[src/rtl/usb_attach_pkg.sv]
// Shared types and 48 MHz timing defaults for the USB attach sequencer.
package usb_attach_pkg;

  typedef enum logic [1:0] {
    WAIT_CONNECT = 2'd0,
    ATTACHED     = 2'd1,
    BUS_RESET    = 2'd2,
    DETACH       = 2'd3
  } attach_state_e;

  // Line states encoded as {dp, dn}
  localparam logic [1:0] LINE_SE0 = 2'b00;
  localparam logic [1:0] LINE_J   = 2'b10;
  localparam logic [1:0] LINE_K   = 2'b01;

  localparam int unsigned DEF_CONNECT_DELAY    = 48000;
  localparam int unsigned DEF_SE0_RESET_CYCLES = 120;
  localparam int unsigned DEF_DETACH_CYCLES    = 480000;
  localparam int unsigned DEF_SUSPEND_CYCLES   = 144000;

  function automatic int unsigned max4(input int unsigned a, input int unsigned b,
                                       input int unsigned c, input int unsigned d);
    int unsigned m;
    m = a;
    if (b > m) m = b;
    if (c > m) m = c;
    if (d > m) m = d;
    return m;
  endfunction

endpackage

[src/rtl/usb_attach_seq_sync2.sv]
// Two-flop synchronizer with a selectable reset level for one asynchronous line.
module sync2 #(
  parameter logic RST_VAL = 1'b0
) (
  input  logic clk_in,
  input  logic clk_reset_n,
  input  logic d_i,
  output logic q_o
);

  logic meta_q;
  logic sync_q;

  always_ff @(posedge clk_in or negedge clk_reset_n) begin
    if (!clk_reset_n) begin
      meta_q <= RST_VAL;
      sync_q <= RST_VAL;
    end else begin
      meta_q <= d_i;
      sync_q <= meta_q;
    end
  end

  assign q_o = sync_q;

endmodule

[src/rtl/usb_attach_seq.sv]
// USB attach sequencer: delayed D+ pull-up, SE0 bus-reset qualification, soft detach.
// Optional suspend detection is built when USB_SUSPEND_DETECT_EN is defined.
module usb_attach_seq
  import usb_attach_pkg::*;
#(
  parameter int unsigned CONNECT_DELAY    = DEF_CONNECT_DELAY,
  parameter int unsigned SE0_RESET_CYCLES = DEF_SE0_RESET_CYCLES,
  parameter int unsigned DETACH_CYCLES    = DEF_DETACH_CYCLES,
  parameter int unsigned SUSPEND_CYCLES   = DEF_SUSPEND_CYCLES
) (
  input  logic clk_in,
  input  logic clk_reset_n,
  input  logic usb_dp_in,
  input  logic usb_dn_in,
  input  logic detach_req,
  output logic usb_pu,
  output logic usb_bus_reset,
  output logic attached,
  output logic usb_suspend
);

  localparam int unsigned CNT_W =
    $clog2(max4(CONNECT_DELAY, SE0_RESET_CYCLES, DETACH_CYCLES, SUSPEND_CYCLES)) + 1;
  localparam logic [CNT_W-1:0] CONNECT_LAST = CNT_W'(CONNECT_DELAY - 1);
  localparam logic [CNT_W-1:0] SE0_LAST     = CNT_W'(SE0_RESET_CYCLES - 1);
  localparam logic [CNT_W-1:0] DETACH_LAST  = CNT_W'(DETACH_CYCLES - 1);

  attach_state_e    state_q, state_d;
  logic [CNT_W-1:0] cnt_q, cnt_d;
  logic             pu_q, pu_d;
  logic             bus_reset_q, bus_reset_d;
  logic             attached_q, attached_d;
  logic             dp_s, dn_s;
  logic             line_se0;

  // Idle bus is J, so the synchronizers come out of reset as dp=1, dn=0
  sync2 #(.RST_VAL(1'b1)) u_sync_dp (
    .clk_in      (clk_in),
    .clk_reset_n (clk_reset_n),
    .d_i         (usb_dp_in),
    .q_o         (dp_s)
  );

  sync2 #(.RST_VAL(1'b0)) u_sync_dn (
    .clk_in      (clk_in),
    .clk_reset_n (clk_reset_n),
    .d_i         (usb_dn_in),
    .q_o         (dn_s)
  );

  assign line_se0 = ({dp_s, dn_s} == LINE_SE0);

  always_comb begin
    state_d = state_q;
    case (state_q)
      WAIT_CONNECT: if (cnt_q == CONNECT_LAST)         state_d = ATTACHED;
      ATTACHED:     if (line_se0 && cnt_q == SE0_LAST) state_d = BUS_RESET;
      BUS_RESET:    if (!line_se0)                     state_d = ATTACHED;
      DETACH:       if (cnt_q == DETACH_LAST)          state_d = WAIT_CONNECT;
      default:                                         state_d = WAIT_CONNECT;
    endcase
    // Soft detach wins over everything, including a same-cycle SE0 qualification
    if (detach_req) state_d = DETACH;
  end

  // One shared counter: phase timer in WAIT_CONNECT/DETACH, SE0 run length in ATTACHED
  always_comb begin
    cnt_d = (cnt_q == '1) ? cnt_q : cnt_q + CNT_W'(1);
    if (state_d != state_q || detach_req) begin
      cnt_d = '0;
    end else if (state_q == ATTACHED && !line_se0) begin
      cnt_d = '0;
    end
  end

  always_comb begin
    pu_d        = (state_q == ATTACHED) || (state_q == BUS_RESET);
    bus_reset_d = (state_q == BUS_RESET);
    attached_d  = (state_q == ATTACHED);
  end

  always_ff @(posedge clk_in or negedge clk_reset_n) begin
    if (!clk_reset_n) begin
      state_q     <= WAIT_CONNECT;
      cnt_q       <= '0;
      pu_q        <= 1'b0;
      bus_reset_q <= 1'b0;
      attached_q  <= 1'b0;
    end else begin
      state_q     <= state_d;
      cnt_q       <= cnt_d;
      pu_q        <= pu_d;
      bus_reset_q <= bus_reset_d;
      attached_q  <= attached_d;
    end
  end

  assign usb_pu        = pu_q;
  assign usb_bus_reset = bus_reset_q;
  assign attached      = attached_q;

`ifdef USB_SUSPEND_DETECT_EN
  localparam int unsigned      SUS_W    = $clog2(SUSPEND_CYCLES) + 1;
  localparam logic [SUS_W-1:0] SUS_LAST = SUS_W'(SUSPEND_CYCLES - 1);

  logic             line_j;
  logic [SUS_W-1:0] sus_cnt_q, sus_cnt_d;
  logic             suspend_q, suspend_d;

  assign line_j = ({dp_s, dn_s} == LINE_J);

  // Suspend holds only while J persists in ATTACHED; any other cycle drops it
  always_comb begin
    sus_cnt_d = '0;
    suspend_d = 1'b0;
    if (state_q == ATTACHED && line_j) begin
      sus_cnt_d = (sus_cnt_q == '1) ? sus_cnt_q : sus_cnt_q + SUS_W'(1);
      suspend_d = (sus_cnt_q >= SUS_LAST);
    end
  end

  always_ff @(posedge clk_in or negedge clk_reset_n) begin
    if (!clk_reset_n) begin
      sus_cnt_q <= '0;
      suspend_q <= 1'b0;
    end else begin
      sus_cnt_q <= sus_cnt_d;
      suspend_q <= suspend_d;
    end
  end

  assign usb_suspend = suspend_q;
`else
  assign usb_suspend = 1'b0;
`endif

endmodule
[config.mk]
export PLATFORM = sky130hd
export DESIGN_NAME = usb_attach_seq
export DESIGN_NICKNAME = d
export VERILOG_FILES = /design/src/rtl/usb_attach_pkg.sv /design/src/rtl/usb_attach_seq_sync2.sv /design/src/rtl/usb_attach_seq.sv
export SDC_FILE = /design/constraint.sdc
export NUM_CORES = 1
export LEC_CHECK = 0
export ABC_AREA = 1
export BUFFER_PORTS_ARGS = -buffer_cell sky130_fd_sc_hd__buf_2
export CAP_MARGIN = 20
export CORE_MARGIN = 4
export CORE_UTILIZATION = 51
export CTS_BUF_LIST = sky130_fd_sc_hd__clkbuf_2 sky130_fd_sc_hd__clkbuf_4 sky130_fd_sc_hd__clkbuf_8
export DETAILED_ROUTE_END_ITERATION = 10
export PLACE_DENSITY = 0.73
export SYNTH_ARGS = -nofsm -noshare
export SYNTH_HDL_FRONTEND = slang
export SYNTH_SLANG_ARGS = --single-unit
[constraint.sdc]
create_clock -name clk_in -period 2.1 [get_ports clk_in]
set_input_delay 0.315 -clock clk_in [delete_from_list [all_inputs] [get_ports clk_in]]
set_output_delay 0.315 -clock clk_in [all_outputs]
set_load 0.02 [all_outputs]
# Yosys cells after proc, flatten, opt, wreduce, memory -nomap -nowiden
# Cells that the tools add are included.
totals:
  regBits: 29
  input_bits: 5
  out_inout_bits: 4
  wordCells: 35
classes:
  add_sub_neg: 1
  eq_ne: 9
  muxes: 9
  n_reduce_logical: 7
op_table:
  columns: ["operator", "count"]
  rows:
  - ["two-way mux 20 bit", 3]
  - ["adder 20 x 1 -> 20 bit, second input constant", 1]
  - ["equality test 20 x 16 -> 1 bit, second input constant", 1]
  - ["equality test 20 x 19 -> 1 bit, second input constant", 1]
  - ["equality test 20 bit, second input constant", 1]
  - ["equality test 20 x 7 -> 1 bit, second input constant", 1]
  - ["two-way mux 2 bit", 5]
  - ["one-hot mux 2 bit (4 select lines)", 1]
  - ["equality test 2 bit, second input constant", 2]
  - ["logical NOT 2 bit", 2]
  - ["!= test 3 x 1 -> 1 bit, second input constant", 1]
  - ["equality test 2 x 1 -> 1 bit, second input constant", 1]
  - ["logical AND 1 bit", 2]
  - ["logical OR 1 bit", 2]
  - ["!= test 2 bit", 1]
  - ["logical NOT 1 bit", 1]

# Logic depth before layout (Yosys ltp)
depth:
  word_depth: 8
  depth_mapped: 15
  ltp_nobuf: 14

# Hierarchy
# From an unflattened synthesis, not the netlist that was laid out.
unflattened:
  hier_cells: 280
  area_unflattened_um2: 2127.0
by_module_without_submodules:
  columns: ["module", "instances", "cells_each", "area_each_um2", "seq_area_each_um2"]
  rows:
  - ["usb_attach_seq", 1, 276, 2024.4, 625.6]
  - ["sync2 at u_sync_dp", 1, 2, 52.6, 52.6]
  - ["sync2 at u_sync_dn", 1, 2, 50.0, 50.0]

# Worst setup path before layout
# OpenSTA, ideal clock, no wires.
synth_path:
  path_kind: "flip-flop to flip-flop"
  startpoint: "reg state_q[1]"
  endpoint: "reg cnt_q[10]"
  setup_ns: 0.118
  arrival_ns: 1.692
  required_time_ns: 1.982
  setup_slack_ns: 0.290
  path_stages_with_launch: 10
  path_buffers: 0
  period_less_slack_ns: 1.810
  path_cell_list: "dfrtp_1 -> inv_1 -> ha_1 -> inv_1 -> nor2_1 -> clkinv_1 -> a21oi_1 -> a22oi_1 -> nor2_1 -> nor2_2"
synth_via:
  elab_chain_len: 6
  elab_cells_between_ends: 16
  cone_classes: "5 x eq/ne; 8 x mux; 3 x reduce/logical"
synth_lines:
  columns: ["element", "line_no", "source"]
  rows:
  - ["from (decl)", "usb_attach_seq.sv:28", "attach_state_e state_q, state_d;"]
  - ["from (signal assigned)", "usb_attach_seq.sv:90", "state_q <= state_d;"]
  - ["equality test 2 x 1 -> 1 bit *", null, null]
  - ["net attached_d", "usb_attach_seq.sv:32", "logic attached_q, attached_d;"]
  - ["one-hot mux 2 bit (4 select lines)", "usb_attach_seq.sv:55", "case (state_q)"]
  - ["two-way mux 2 bit", "usb_attach_seq.sv:63", "if (detach_req) state_d = DETACH;"]
  - ["!= test 2 bit", "usb_attach_seq.sv:69", "if (state_d != state_q || detach_req) begin"]
  - ["logical OR 1 bit", "usb_attach_seq.sv:69", null]
  - ["!= test 3 x 1 -> 1 bit (no line) / two-way mux 20 bit (equally long branches)", null, null]
  - ["to (signal assigned)", "usb_attach_seq.sv:91", "cnt_q <= cnt_d;"]
  - ["to (decl)", "usb_attach_seq.sv:29", "logic [CNT_W-1:0] cnt_q, cnt_d;"]
# Mark *: on every way through the listed nets, which the timed path passes. The rest lies on a longest branch.
# A chain may end at the register's enable or synchronous reset.

# Final worst setup path
layout_path:
  startpoint: "reg state_q[1]"
  endpoint: "reg cnt_q[7]"
# The elaborated chain is that of the path after synthesis.

==> flow_metrics.tcl <==
set metrics [dict create \
    grt_overflow 0 \
    status "finished clean" \
    first_pass_iters 4 \
    clock_skew_ps 8.117 \
    die_x_um 70.46 \
    regArea_um2 728.2 \
    root_buffer "clkbuf_8" \
    grt_usage_pct 18.31 \
    die_h_um 70.46 \
    area_growth_pct 11.70 \
    multi_input_area_um2 1062 \
    max_freq_mhz 522.1 \
    place_hpwl_mm 2.984 \
    start_util_pct 53.54 \
    antenna_cells 0 \
    clk_pin_slew_worst_paths_ps 70 \
    core-area_um2 3716 \
    peakVddDrop_uv 427.3 \
    rrSetupSlack_ps 180 \
    numCtsBuffers 5 \
    yosysSeqAreaShare_pct 36.60 \
    slew_headroom_pct 57.55 \
    cts_buffer_depth 2 \
    grt_max_degree 30 \
    synth_nets 279 \
    reg2reg_from "state_q[1]" \
    nets 293 \
    maxSlewViolCount 0 \
    vias_per_cell 4.919 \
    netlist_top_cells_count "54 x nand2_1, 47 x nor2_1, 38 x inv_1" \
    timing.rr.end "cnt_q[7]" \
    leakage_nw 1.108 \
    worst_pin_slew_ps 636.7 \
    synth_edf_count 0 \
    wire_per_inst_um 11.95 \
    postSynthAreaPerCell_um2 7.396 \
    drv_cap 0 \
    synth_area_leaders "dfrtp_1 34%, nand2_1 10%, nor2_1 8.9%" \
    rsz0062_at_grt "false" \
    place.gp.congestion 0.8962 \
    io_pins 9 \
    htree_levels 2 \
    drive_gt1_share_pct 21.83 \
    grt_antenna_before_repair 0 \
    place_area_um2 2093 \
    setup_violations 0 \
    synthFlopType "dfrtp_1" \
    synthDistinctLibCells 39 \
    grt_pass1_vias 1590 \
    cp.arrival_ps 2100 \
    drt_iter0_drc 73 \
    crit_fanout 12 \
    required_ps 2280 \
    wirelength_mm 3.967 \
    pre_cts_ws_ps 140.7 \
    worst_hold_slack_ps 37.31 \
    pwr_density_cell_nw_per_um2 849.8 \
    grt_pass1_wl_mm 7.093 \
    fin_crit_sh_pct 91.20 \
    yosys.cell_count.top_type "nand2_1" \
    yosysTopAreaCellShare_pct 33.96 \
    crit_path_end_kind "flip-flop" \
    drtAntennaViolNets 0 \
    synth_seq_cells 29 \
    fillers 336 \
    layout_setup_ws_ps 184.8 \
    placementRows 22 \
    num_vias 1633 \
    reg2reg_depth 11 \
    hold_viol_final 0 \
    endpoint "cnt_q[7]" \
    dieArea_um2 4964 \
    hold_class "primary input to asynchronous set/reset pin" \
    clk_latency_ps 290 \
    critPathLaunchType "flip-flop" \
    tns_ps 0 \
    yosysTopAreaCell "dfrtp_1" \
    async_flop_share_pct 100.0 \
    syn_inst 269 \
    io_buffer_count 7 \
    crit_start "state_q[1]" \
    criticalPathCategory "flip-flop to flip-flop" \
    drc 0 \
    cts_tree "done" \
    postLayoutCellArea_um2 2222 \
    cts_sinks 29 \
    yosys_warnings 0 \
    fin_crit_ps 1915 \
    synthesis.area_um2 1989 \
]
[logic make-up after synthesis]
family	Yosys count	share of synthesized area, %
AO/OA/AOI/OAI	20	5.472
XOR/XNOR	6	2.641
adder cells (fa/ha/maj)	5	3.145
buffers and inverters	48	10.25
flip-flops	29	36.60
other	1	0.1885
AND/OR/NAND/NOR	160	41.70
[flip-flops by register name (all words and copies together), names as in the netlist]
name and count:
usb_bus_reset 1, usb_pu 1, u_sync_dp.meta_q 1, state_q 2, u_sync_dp.q_o 1, cnt_q 20, u_sync_dn.q_o 1, u_sync_dn.meta_q 1
attached 1
[where the power goes]
part / switching, W / internal, W / total, W
Combinational: 0.000408 / 0.000210 / 0.000619
Sequential: 0.0000356 / 0.000618 / 0.000653
Clock: 0.000231 / 0.000385 / 0.000616
Total: 0.000675 / 0.00121 / 0.00189
[timing repair]
item / CTS / global route
hold endpoints to repair: 0 / 0
hold buffers: 0 / 0
resized for setup: 0 / 3
setup endpoints to repair: 0 / 10
setup buffers: 0 / 0
[through the flow]
step | power, W | cells | utilization (%)
CTS | 0.001900 | 332 | 59.56
detailed placement | 0.001275 | 324 | 56.33
global placement | 0.001264 | 324 | 56.33
global route | 0.002000 | 332 | 59.80
floorplan | 0.001111 | 269 | -
finish | 0.001888 | 332 | 59.80
[area by class of cell]
type                       count  share of cell area [%]
inverter                      44                   7.658
sequential                    29                   32.77
multi-input combinational    192                   47.80
tap                           48                   2.703
clock buffer                   6                   3.716
clock inverter                 2                   1.689
timing repair buffer          11                   3.660
[metal layers]
metal / GRT usage, % / vias to the layer above / part of all wire [%]
met5: 0 / - / 0
met4: 5.532 / 0 / 1.4
met3: 5.755 / 7 / 3.1
met2: 29.94 / 20 / 49
met1: 23.01 / 753 / 47
li1: - / 853 / -
[worst min path at each step]
stage	slack, ps	endpoint	startpoint
global placement	350	u_sync_dp.q_o	u_sync_dp.meta_q
global route	100	cnt_q[19]	clk_reset_n
floorplan	20	attached	clk_reset_n
finish	40	cnt_q[19]	clk_reset_n
detailed placement	340	u_sync_dn.q_o	u_sync_dn.meta_q
CTS	60	cnt_q[19]	clk_reset_n
[worst max-delay path, cell delays in order, from the launching register on]
cell,delay [ps]
dfrtp_1,420
inv_1,140
ha_2,220
inv_1,70
nor2_2,140
buf_6,170
clkinv_1,80
buf_4,170
o21ai_0,80
nand2_1,110
o21ai_1,150
nor2_2,50
[placed cells by master (no fill, tap or decap), types with 4 or more instances in the layout]
master	Yosys	routed
nor2_2	21	22
xor2_1	4	4
nor2_1	47	46
nand3_1	12	12
o21ai_1	7	7
inv_1	38	38
nor3_1	6	6
clkbuf_8	0	6
ha_1	5	4
nand2_1	54	54
a21oi_1	5	5
dfrtp_1	27	27
o21ai_0	4	4
buf_2	0	7
Note: power is estimated with default switching activity, not from simulation.
